==> src/rtl/vga_pkg.sv <==
// Timing constants for 640x480@60 Hz VGA and the sync polarity.
package vga_pkg;

   // Horizontal timing, in pixels
   localparam int VGA_H_VIS  = 640;
   localparam int VGA_H_FP   = 16;
   localparam int VGA_H_SYNC = 96;
   localparam int VGA_H_BP   = 48;
   localparam int VGA_H_TOT  = VGA_H_VIS + VGA_H_FP + VGA_H_SYNC + VGA_H_BP;

   // Vertical timing, in lines
   localparam int VGA_V_VIS  = 480;
   localparam int VGA_V_FP   = 10;
   localparam int VGA_V_SYNC = 2;
   localparam int VGA_V_BP   = 33;
   localparam int VGA_V_TOT  = VGA_V_VIS + VGA_V_FP + VGA_V_SYNC + VGA_V_BP;

   // System clocks per pixel (50 MHz -> 25 MHz pixel clock)
   localparam int VGA_CLK_DIV = 2;

   // Level the sync pins take while inside the sync pulse
   localparam logic VGA_SYNC_ACT = 1'b0;

   // Coordinate width of DrawX/DrawY
   localparam int VGA_CW = 10;

endpackage

==> src/rtl/vga_pix_div.sv <==
// Clock divider producing a registered one-Clk pixel enable every CLK_DIV Clk.
module vga_pix_div #(
   parameter int CLK_DIV = 2
) (
   input  logic Clk,
   input  logic Reset_n,
   output logic pixel_ce
);

   // A single-bit counter still exists for CLK_DIV=1; it simply stays at 0.
   localparam int              DW      = (CLK_DIV > 1) ? $clog2(CLK_DIV) : 1;
   localparam logic [DW-1:0]   DIV_MAX = DW'(CLK_DIV - 1);

   logic [DW-1:0] div;

   // Divider wraps at CLK_DIV-1; pixel_ce follows the terminal count by one Clk.
   always_ff @(posedge Clk or negedge Reset_n) begin
      if (!Reset_n) begin
         div      <= '0;
         pixel_ce <= 1'b0;
      end else begin
         div      <= (div == DIV_MAX) ? '0 : div + DW'(1);
         pixel_ce <= (div == DIV_MAX);
      end
   end

endmodule

==> src/rtl/vga_timing_gen.sv <==
// Raster counters, sync/blank generation and registered RGB output for VGA.
module vga_timing_gen
   import vga_pkg::*;
#(
   parameter int CLK_DIV = VGA_CLK_DIV,
   parameter int H_VIS   = VGA_H_VIS,
   parameter int H_FP    = VGA_H_FP,
   parameter int H_SYNC  = VGA_H_SYNC,
   parameter int H_BP    = VGA_H_BP,
   parameter int V_VIS   = VGA_V_VIS,
   parameter int V_FP    = VGA_V_FP,
   parameter int V_SYNC  = VGA_V_SYNC,
   parameter int V_BP    = VGA_V_BP
) (
   input  logic              Clk,
   input  logic              Reset_n,
   input  logic [7:0]        Red,
   input  logic [7:0]        Green,
   input  logic [7:0]        Blue,
   output logic [VGA_CW-1:0] DrawX,
   output logic [VGA_CW-1:0] DrawY,
   output logic              pixel_ce,
   output logic              frame_tick,
   output logic [7:0]        frame_cnt,
   output logic              VGA_HS,
   output logic              VGA_VS,
   output logic              VGA_BLANK_N,
   output logic              VGA_SYNC_N,
   output logic [7:0]        VGA_R,
   output logic [7:0]        VGA_G,
   output logic [7:0]        VGA_B
);

   localparam int H_TOT = H_VIS + H_FP + H_SYNC + H_BP;
   localparam int V_TOT = V_VIS + V_FP + V_SYNC + V_BP;

   // Counter-width versions of the timing points, so compares stay width-matched.
   localparam logic [VGA_CW-1:0] HC_MAX  = VGA_CW'(H_TOT - 1);
   localparam logic [VGA_CW-1:0] VC_MAX  = VGA_CW'(V_TOT - 1);
   localparam logic [VGA_CW-1:0] H_VIS_C = VGA_CW'(H_VIS);
   localparam logic [VGA_CW-1:0] V_VIS_C = VGA_CW'(V_VIS);
   localparam logic [VGA_CW-1:0] HS_BEG  = VGA_CW'(H_VIS + H_FP);
   localparam logic [VGA_CW-1:0] HS_END  = VGA_CW'(H_VIS + H_FP + H_SYNC);
   localparam logic [VGA_CW-1:0] VS_BEG  = VGA_CW'(V_VIS + V_FP);
   localparam logic [VGA_CW-1:0] VS_END  = VGA_CW'(V_VIS + V_FP + V_SYNC);
   localparam logic [VGA_CW-1:0] VL_LAST = VGA_CW'(V_VIS - 1);

   logic [VGA_CW-1:0] hc;
   logic [VGA_CW-1:0] vc;
   logic              hs_raw;
   logic              vs_raw;
   logic              vis_raw;
   logic              vblank_start;

   vga_pix_div #(
      .CLK_DIV (CLK_DIV)
   ) u_pix_div (
      .Clk      (Clk),
      .Reset_n  (Reset_n),
      .pixel_ce (pixel_ce)
   );

   // Pixel/line counters, advancing once per pixel enable.
   always_ff @(posedge Clk or negedge Reset_n) begin
      if (!Reset_n) begin
         hc <= '0;
         vc <= '0;
      end else if (pixel_ce) begin
         if (hc == HC_MAX) begin
            hc <= '0;
            vc <= (vc == VC_MAX) ? '0 : vc + VGA_CW'(1);
         end else begin
            hc <= hc + VGA_CW'(1);
         end
      end
   end

   assign DrawX      = hc;
   assign DrawY      = vc;
   assign VGA_SYNC_N = 1'b0;

   // Raw sync/visibility decode of the current counter position.
   always_comb begin
      hs_raw  = ~VGA_SYNC_ACT;
      vs_raw  = ~VGA_SYNC_ACT;
      vis_raw = (hc < H_VIS_C) && (vc < V_VIS_C);
      if ((hc >= HS_BEG) && (hc < HS_END)) hs_raw = VGA_SYNC_ACT;
      if ((vc >= VS_BEG) && (vc < VS_END)) vs_raw = VGA_SYNC_ACT;
   end

   // True on the edge that moves the raster from the last visible line to (0, V_VIS).
   assign vblank_start = pixel_ce && (hc == HC_MAX) && (vc == VL_LAST);

   // Frame tick is raised on that same edge, so it is high for the first Clk at (0, V_VIS).
   always_ff @(posedge Clk or negedge Reset_n) begin
      if (!Reset_n) begin
         frame_tick <= 1'b0;
         frame_cnt  <= '0;
      end else begin
         frame_tick <= vblank_start;
         if (vblank_start) frame_cnt <= frame_cnt + 8'd1;
      end
   end

   // One pixel stage: sync, blank and colour move together so they stay aligned.
   // Colour is sampled from the combinational color_mapper on the same edge as the
   // coordinates that produced it, and forced to black outside the visible area.
   always_ff @(posedge Clk or negedge Reset_n) begin
      if (!Reset_n) begin
         VGA_HS      <= ~VGA_SYNC_ACT;
         VGA_VS      <= ~VGA_SYNC_ACT;
         VGA_BLANK_N <= 1'b0;
         VGA_R       <= '0;
         VGA_G       <= '0;
         VGA_B       <= '0;
      end else if (pixel_ce) begin
         VGA_HS      <= hs_raw;
         VGA_VS      <= vs_raw;
         VGA_BLANK_N <= vis_raw;
         VGA_R       <= vis_raw ? Red   : 8'd0;
         VGA_G       <= vis_raw ? Green : 8'd0;
         VGA_B       <= vis_raw ? Blue  : 8'd0;
      end
   end

endmodule

==> config.mk <==
export PLATFORM = sky130hd
export DESIGN_NAME = vga_timing_gen
export DESIGN_NICKNAME = d
export VERILOG_FILES = /design/src/rtl/vga_pkg.sv /design/src/rtl/vga_pix_div.sv /design/src/rtl/vga_timing_gen.sv
export SDC_FILE = /design/constraint.sdc
export NUM_CORES = 1
export LEC_CHECK = 0
export ABC_CLOCK_PERIOD_IN_PS = 2300
export BUFFER_PORTS_ARGS = -buffer_cell sky130_fd_sc_hd__buf_2
export CORE_MARGIN = 2
export CORE_UTILIZATION = 45
export CTS_BUF_LIST = sky130_fd_sc_hd__clkbuf_2
export DETAILED_ROUTE_END_ITERATION = 16
export GPL_TIMING_DRIVEN = 0
export PLACE_DENSITY = 0.75
export SKIP_CTS_REPAIR_TIMING = 1
export SLEW_MARGIN = 5
export SYNTH_ARGS = -nofsm -noshare
export SYNTH_HDL_FRONTEND = slang
export SYNTH_SLANG_ARGS = --single-unit
==> constraint.sdc <==
create_clock -name Clk -period 2.3 [get_ports Clk]
set_clock_uncertainty 0.2 [all_clocks]
set_input_delay 0 -clock Clk [delete_from_list [all_inputs] [get_ports Clk]]
set_output_delay 0 -clock Clk [all_outputs]
set_load 0.005 [all_outputs]
# Yosys cells after proc, flatten, opt, wreduce, memory -nomap -nowiden

Cells that the tools add are included.
Widths: inputs -> output; s select.

Bits in registers: 58
Bits of input ports: 26
Output and inout port bits: 58
Word-level logic and storage cells: 39

Add/sub/neg operators: 4
Magnitude comparators: 6
Equal/unequal tests: 3
Multiplexer cells: 8
Reduce and logical (&&, ||, !) cells: 6

Operators with widths:

| cell                  | count |
|---|---|
| $mux 8                | 3 |
| $add 10x1->10 const B | 2 |
| $eq 10x10->1 const B  | 2 |
| $lt 10x10->1 const B  | 2 |
| $lt 10x9->1 const B   | 2 |
| $mux 10               | 2 |
| $eq 10x9->1 const B   | 1 |
| $ge 10x10->1 const B  | 1 |
| $ge 10x9->1 const B   | 1 |
| $add 8x1->8 const B   | 1 |
| $logic_and 1x1->1     | 5 |
| $mux 1                | 3 |
| $reduce_and 2->1      | 1 |
| $add 1x1->1 const B   | 1 |

# Logic depth before layout (Yosys ltp)

Gate-level depths: netlist of the first run.

Word-level depth: 3
Depth in mapped cells: 7
Depth with buffers taken out: 6

# Cells and area by module

Synthesis of the first run repeated with hierarchy kept, for this count alone.

Cells, all modules: 216
Area, all modules: 2533.7 um^2

By module, submodules not included:

| module         | instances | cells an instance | area an instance (um^2) | sequential area each (um^2) |
|---|---|---|---|---|
| vga_timing_gen | 1         | 213               | 2479.9                  | 1403.8 |
| vga_pix_div    | 1         | 3                 | 53.8                    | 50.0 |

# Least setup slack after synthesis of the first run

Ideal clock, no wire load.

Path kind: flip-flop to flip-flop
Start point: register hc[0] (netlist: DrawX[0])
End point: register vc[9] (netlist: DrawY[9])
Setup time: 0.137 ns
Arrival: 1.538 ns
Required time: 1.963 ns
Path slack: 0.425 ns
Cell stages (with the launch flop): 8
Path buffers: 2
Period minus slack after synthesis: 1.875 ns
Path through: dfrtp_1 > ha_1 > and4bb_2 > and4_1 > buf_4 > buf_8 > a41oi_1 > a31oi_1

Longest elaborated chain between the ends: 2

Ends and longest elaborated chain:

| element                           | line                 | text |
|---|---|---|
| from (decl)                       | vga_timing_gen.sv:48 | `logic [VGA_CW-1:0] hc;` |
| from (signal assigned)            | vga_timing_gen.sv:73 | `hc <= hc + VGA_CW'(1);` |
| $eq 10x10->1                      | vga_timing_gen.sv:69 | `if (hc == HC_MAX) begin` |
| $reduce_and 2->1 (no source line) | --                   |  |
| to (signal assigned)              | vga_timing_gen.sv:71 | `vc <= (vc == VC_MAX) ? '0 : vc + VGA_CW'(1);` |
| to (decl)                         | vga_timing_gen.sv:49 | `logic [VGA_CW-1:0] vc;` |

No other way between the ends.
A chain may end at the register's enable or synchronous reset.

# Worst setup path in the final report of the first run

Start point: register u_pix_div.pixel_ce
End point: register VGA_B[1]

RTL lines:

| element                | line                  | text |
|---|---|---|
| from (decl)            | vga_pix_div.sv:7      | `output logic pixel_ce` |
| from (signal assigned) | vga_pix_div.sv:23     | `pixel_ce <= (div == DIV_MAX);` |
| to (signal assigned)   | vga_timing_gen.sv:122 | `VGA_B <= vis_raw ? Blue : 8'd0;` |
| to (decl)              | vga_timing_gen.sv:31  | `output logic [7:0] VGA_B` |

No word-level cell between the ends.

==> qor.yml, run 1 <==
yosys:
  synth.avg_cell_area_um2: 12.4
  synth_fp_nets: 238
  yosys_warnings: 0
  ys.flop_type: "dfrtp_1"
  yosys_register_bits: 58
  ys_seq_area_frac: 0.568
  synth_cells: 207
  synth_top_cell_area_share: 0.547
  synthTopCellsByArea: "dfrtp_1, a22o_1, xnor2_1"
  netlist_area_mm2: 0.00256
  synthArstFlopShare: 1.00
  synthDistinctLibCells: 44
  synth-edff-count: 0
  yosysTopAreaCell: "dfrtp_1"
floorplan:
  io_pins: 84
  die_y_um: 79.4
  design.core.area_mm2: 0.00551
  rows: 27
  initial_core_util: 0.465
  die_area_mm2: 0.00631
  die_w_um: 79.4
drt:
  first_pass_iters: 4
  ant_nets: 0
  viasPerCell: 5.19
  drtIter0Drc: 109
  drt-total-wl_um: 5940
  wl_per_cell_um: 14.7
  via_count: 2093
  drc: 0
sta:
  setup-violations-final: 0
  final.setup.tns_ns: 0
  max_freq_mhz: 493
  hold_viol_final: 0
  period_minus_slack_ns: 2.03
  period_share: 0.882
  relSlewSlack: 0.524
  slew_violations: 0
  whs_ns: 0.0718
  fin_ws_ns: 0.272
  tightestPinTransition_ns: 0.713
  rsz0062_at_grt: "no"
layout:
  diodes: 0
  fin_nets: 357
  layout_commonest_cell: "buf_2"
  mostFrequentLayoutCells: "buf_2, dfrtp_1, dlygate4sd3_1"
  area_growth_pct: 34.9
  drive_gt1_frac: 0.356
  fin_cells: 403
power_and_ir_drop:
  power_frac_clock: 0.384
  peakVddDrop_mv: 0.302
  leakagePower_nw: 1.76
  switching_power_mw: 0.438
  total_power_mw: 1.91
  p_comb_frac: 0.065
  p_int_mw: 1.48
  p_seq_frac: 0.551
  swShare: 0.229
  power_density_mw_per_mm2: 554
global_route:
  grt_max_degree: 59
  track_usage: 0.184
  gr-total-overflow: 0
  grt_pass1_wl_um: 9050
  antenna_found_initial: 0
  grt_pass1_vias: 1894
placement:
  port_buffers: 82
  place_ws_ns: 0.289
  placed_cells: 361
  dp_hpwl_um: 3890
  routabilityCongestion: 0.815
clock_network:
  cts_sinks: 58
  htreeDepth: 3
  cts.clk_slew.worst_paths_ns: 0.16
  clk_latency_ns: 0.46
  cts_root_buf: "clkbuf_2"
  cts_buffer_depth: 2
  numCtsBuffers: 9
  cts_tree: "done"
worst_setup_path:
  crit_type: "reg2reg"
  critical_path_required_ns: 2.50
  cp-start-kind: "register"
  critPathCaptureType: "register"
  cp_data_arrival_time_ns: 2.23
  critPathMaxFanout: 10
outcome:
  status: "finished, final reports clean"
job:
  max_cap_viol_count: 0
worst_hold_path:
  hp-class: "in2reg"
final timing paths:
check                              startpoint            endpoint  slack (ns)  depth (start not counted)
min                                   Blue[5]            VGA_B[5]        0.07                          3
max                        u_pix_div.pixel_ce            VGA_B[1]        0.27                          5
min reg2reg                     u_pix_div.div  u_pix_div.pixel_ce        0.21                          0
min in group asynchronous             Reset_n            DrawY[6]        0.43                          3
max in group asynchronous             Reset_n            DrawX[5]        0.97                          3
max reg2reg                u_pix_div.pixel_ce            VGA_B[1]        0.27                          5
metrics by stage:
stage           util  area [um^2]
2_1_floorplan      -         2560
3_3_place_gp   0.556         3060
3_5_place_dp   0.556         3060
4_1_cts        0.580         3190
5_1_grt        0.628         3460
6_report       0.628         3460
cells in the mapped netlist (all sizes together) (2+ instances only):
library cell and number:
dfstp 2, nor2b 2, xor2 9, clkbuf 5
ha 5, dfrtp 56, and3 3, mux2 2
nand2 9, a31oi 3, nor2 7, o31ai 2
o21ai 7, a21o 2, and4 7, xnor2 9
nand4 8, nor3 5, nor4b 3, inv 6
nand3 11, nor4 2, buf 7, and4bb 2
a22o 25
power by group through the flow:
stage          Clock [mW]  Sequential, mW  Combinational [mW]
2_1_floorplan           0            1.07              0.0225
4_1_cts             0.746            1.05              0.0906
3_3_place_gp            0            1.07              0.0883
6_report            0.735            1.05               0.124
3_5_place_dp            0            1.07              0.0912
5_1_grt             0.797            1.06               0.137
sequential cells by signal (all words and copies together), names as in the netlist:
| register | flops |
|---|---|
| u_pix_div.pixel_ce | 1 |
| VGA_BLANK_N | 1 |
| VGA_B | 8 |
| DrawX | 10 |
| VGA_HS | 1 |
| frame_cnt | 8 |
| VGA_R | 8 |
| VGA_VS | 1 |
| frame_tick | 1 |
| u_pix_div.div | 1 |
| DrawY | 10 |
| VGA_G | 8 |
area by class of cell:
type | count | area (um^2)
sequential | 58 | 1450
inverter | 6 | 22.5
buffer | 12 | 71.3
timing repair buffer | 108 | 673
tap | 72 | 90.1
fill | 462 | 2050
clock buffer | 10 | 50.0
clock inverter | 6 | 81.3
multi-input combinational | 131 | 1010
cell families (layout without fill, tap and decap cells):
| kind of cell | Yosys count | in the layout | share of synthesized area |
|---|---|---|---|
| XOR/XNOR | 18 | 18 | 0.0616 |
| multiplexers | 2 | 2 | 0.00879 |
| adder cells (fa/ha/maj) | 5 | 5 | 0.0244 |
| buffers and inverters | 18 | 142 | 0.0366 |
| other | 1 | 1 | 0.00146 |
| flip-flops | 58 | 58 | 0.568 |
| AO/OA/AOI/OAI | 42 | 42 | 0.127 |
| AND/OR/NAND/NOR | 63 | 63 | 0.172 |
per-layer routing:
metal | part of all wire | global-route usage | vias up
met1 | 0.44 | 0.255 | 1021
met5 | 0 | 0 | -
met3 | 0.048 | 0.0464 | 9
met4 | 0.013 | 0.0621 | 0
li1 | - | - | 1002
met2 | 0.49 | 0.283 | 61
critical path: stages (launching register included):
cell and delay, ns:
dfrtp_1 0.40, buf_2 0.18, inv_1 0.14, clkbuf_1 0.43, clkbuf_1 0.40, a22o_1 0.22
Note: power is estimated with default switching activity, not from simulation.
==> inputs of run 2 (changes only) <==
- GPL_TIMING_DRIVEN: 0 -> default
- HOLD_SLACK_MARGIN: default -> 0.12
==> run 2 against run 1 <==
  * Non-clock buffer count grew 18
  * Critical endpoint is now frame_cnt[1]
  * Register-to-register slack is essentially flat
  * Cell area grew 5.4%
  * Core utilization grew 3.4 points
  * Highest routed layer unchanged
  * Sequential share of layout area shrank 2.2 points
==> qor.yml, run 2 (synthesis gave the netlist of run 1 again) <==
outcome:
  status: "finished, final reports clean"
drt:
  via_count: 2192
  drtIter0Drc: 171
  drt-total-wl_um: 6490
  first_pass_iters: 4
  ant_nets: 0
  drc: 0
  wl_per_cell_um: 15.4
  viasPerCell: 5.21
power_and_ir_drop:
  p_seq_frac: 0.612
  switching_power_mw: 0.447
  p_comb_frac: 0.098
  swShare: 0.259
  peakVddDrop_mv: 0.278
  power_frac_clock: 0.291
  power_density_mw_per_mm2: 473
  leakagePower_nw: 1.82
  p_int_mw: 1.28
floorplan:
  io_pins: 84
  die_y_um: 79.4
  design.core.area_mm2: 0.00551
  die_area_mm2: 0.00631
  initial_core_util: 0.465
  die_w_um: 79.4
  rows: 27
worst_setup_path:
  crit_type: "reg2reg"
  critical_path_required_ns: 2.47
  critPathMaxFanout: 7
  cp-start-kind: "register"
  cp_data_arrival_time_ns: 2.19
  critPathCaptureType: "register"
sta:
  period_share: 0.878
  final.setup.tns_ns: 0
  period_minus_slack_ns: 2.02
  max_freq_mhz: 495
  hold_viol_final: 0
  setup-violations-final: 0
  rsz0062_at_grt: "no"
  whs_ns: 0.204
  slew_violations: 0
clock_network:
  numCtsBuffers: 9
  htreeDepth: 3
  cts_buffer_depth: 2
  cts_sinks: 58
  cts.clk_slew.worst_paths_ns: 0.15
  cts_root_buf: "clkbuf_2"
  cts_tree: "done"
  clk_latency_ns: 0.48
placement:
  routabilityCongestion: 0.793
  port_buffers: 82
  dp_hpwl_um: 3770
global_route:
  antenna_found_initial: 0
  grt_pass1_wl_um: 8870
  track_usage: 0.182
  gr-total-overflow: 0
  grt_pass1_vias: 1887
  grt_max_degree: 31
layout:
  mostFrequentLayoutCells: "buf_2, dfrtp_1, dlygate4sd3_1"
  drive_gt1_frac: 0.327
  fin_nets: 375
  layout_commonest_cell: "buf_2"
  area_growth_pct: 42.3
  diodes: 0
job:
  max_cap_viol_count: 0
worst_hold_path:
  hp-class: "reg2reg"
run 2: cell type report:
type,instances,area [um^2]
clock buffer,9,45.0
clock inverter,7,36.3
fill,424,1860
inverter,6,22.5
multi-input combinational,131,1010
sequential,58,1450
tap,72,90.1
timing repair buffer,138,981
run 2: path summary, 6_finish.rpt:
| check | from | to | slack, ns | cells past startpoint |
|---|---|---|---|---|
| setup / recovery | DrawY[0] | frame_cnt[1] | 0.28 | 5 |
| hold reg to reg | u_pix_div.div | u_pix_div.pixel_ce | 0.20 | 0 |
| hold / removal | u_pix_div.div | u_pix_div.pixel_ce | 0.20 | 0 |
| min in group asynchronous | Reset_n | VGA_VS | 0.43 | 3 |
| max in group asynchronous | Reset_n | VGA_BLANK_N | 1.26 | 4 |
| setup reg to reg | DrawY[0] | frame_cnt[1] | 0.28 | 5 |
run 2: power groups by stage:
stage	registers [mW]	clock network, mW	logic [mW]
floorplan	1.07	0	0.0225
global placement	1.07	0	0.0916
detailed placement	1.07	0	0.0944
CTS	1.05	0.516	0.0934
global route	1.06	0.575	0.184
finish	1.05	0.501	0.168
run 2: worst max-delay path, cell delays in order (launching register included):
cell     delay, ns
dfrtp_1       0.47
ha_1          0.24
and3_1        0.22
nand4_2       0.23
nor2_2        0.24
mux2_1        0.34
run 2: stage by stage:
| stage | setup WS, ns | utilization | std cells | total power, mW | instance area [um^2] |
|---|---|---|---|---|---|
| finish | 0.281 | 0.662 | 421 | 1.72 | 3640 |
| global route | 0.135 | 0.662 | 421 | 1.82 | 3640 |
| CTS | 0.125 | 0.567 | 370 | 1.66 | 3120 |
| detailed placement | 0.154 | 0.552 | 354 | 1.17 | 3040 |
| global placement | 0.273 | 0.552 | 354 | 1.16 | 3040 |
| floorplan | 0.425 | - | 207 | 1.10 | 2560 |
run 2: per-layer routing:
metal	global-route usage	vias up	wire, um
met2	0.274	82	3270
met1	0.249	1060	2730
met5	0	-	0
met3	0.0633	14	390
li1	-	1036	-
met4	0.0534	0	102
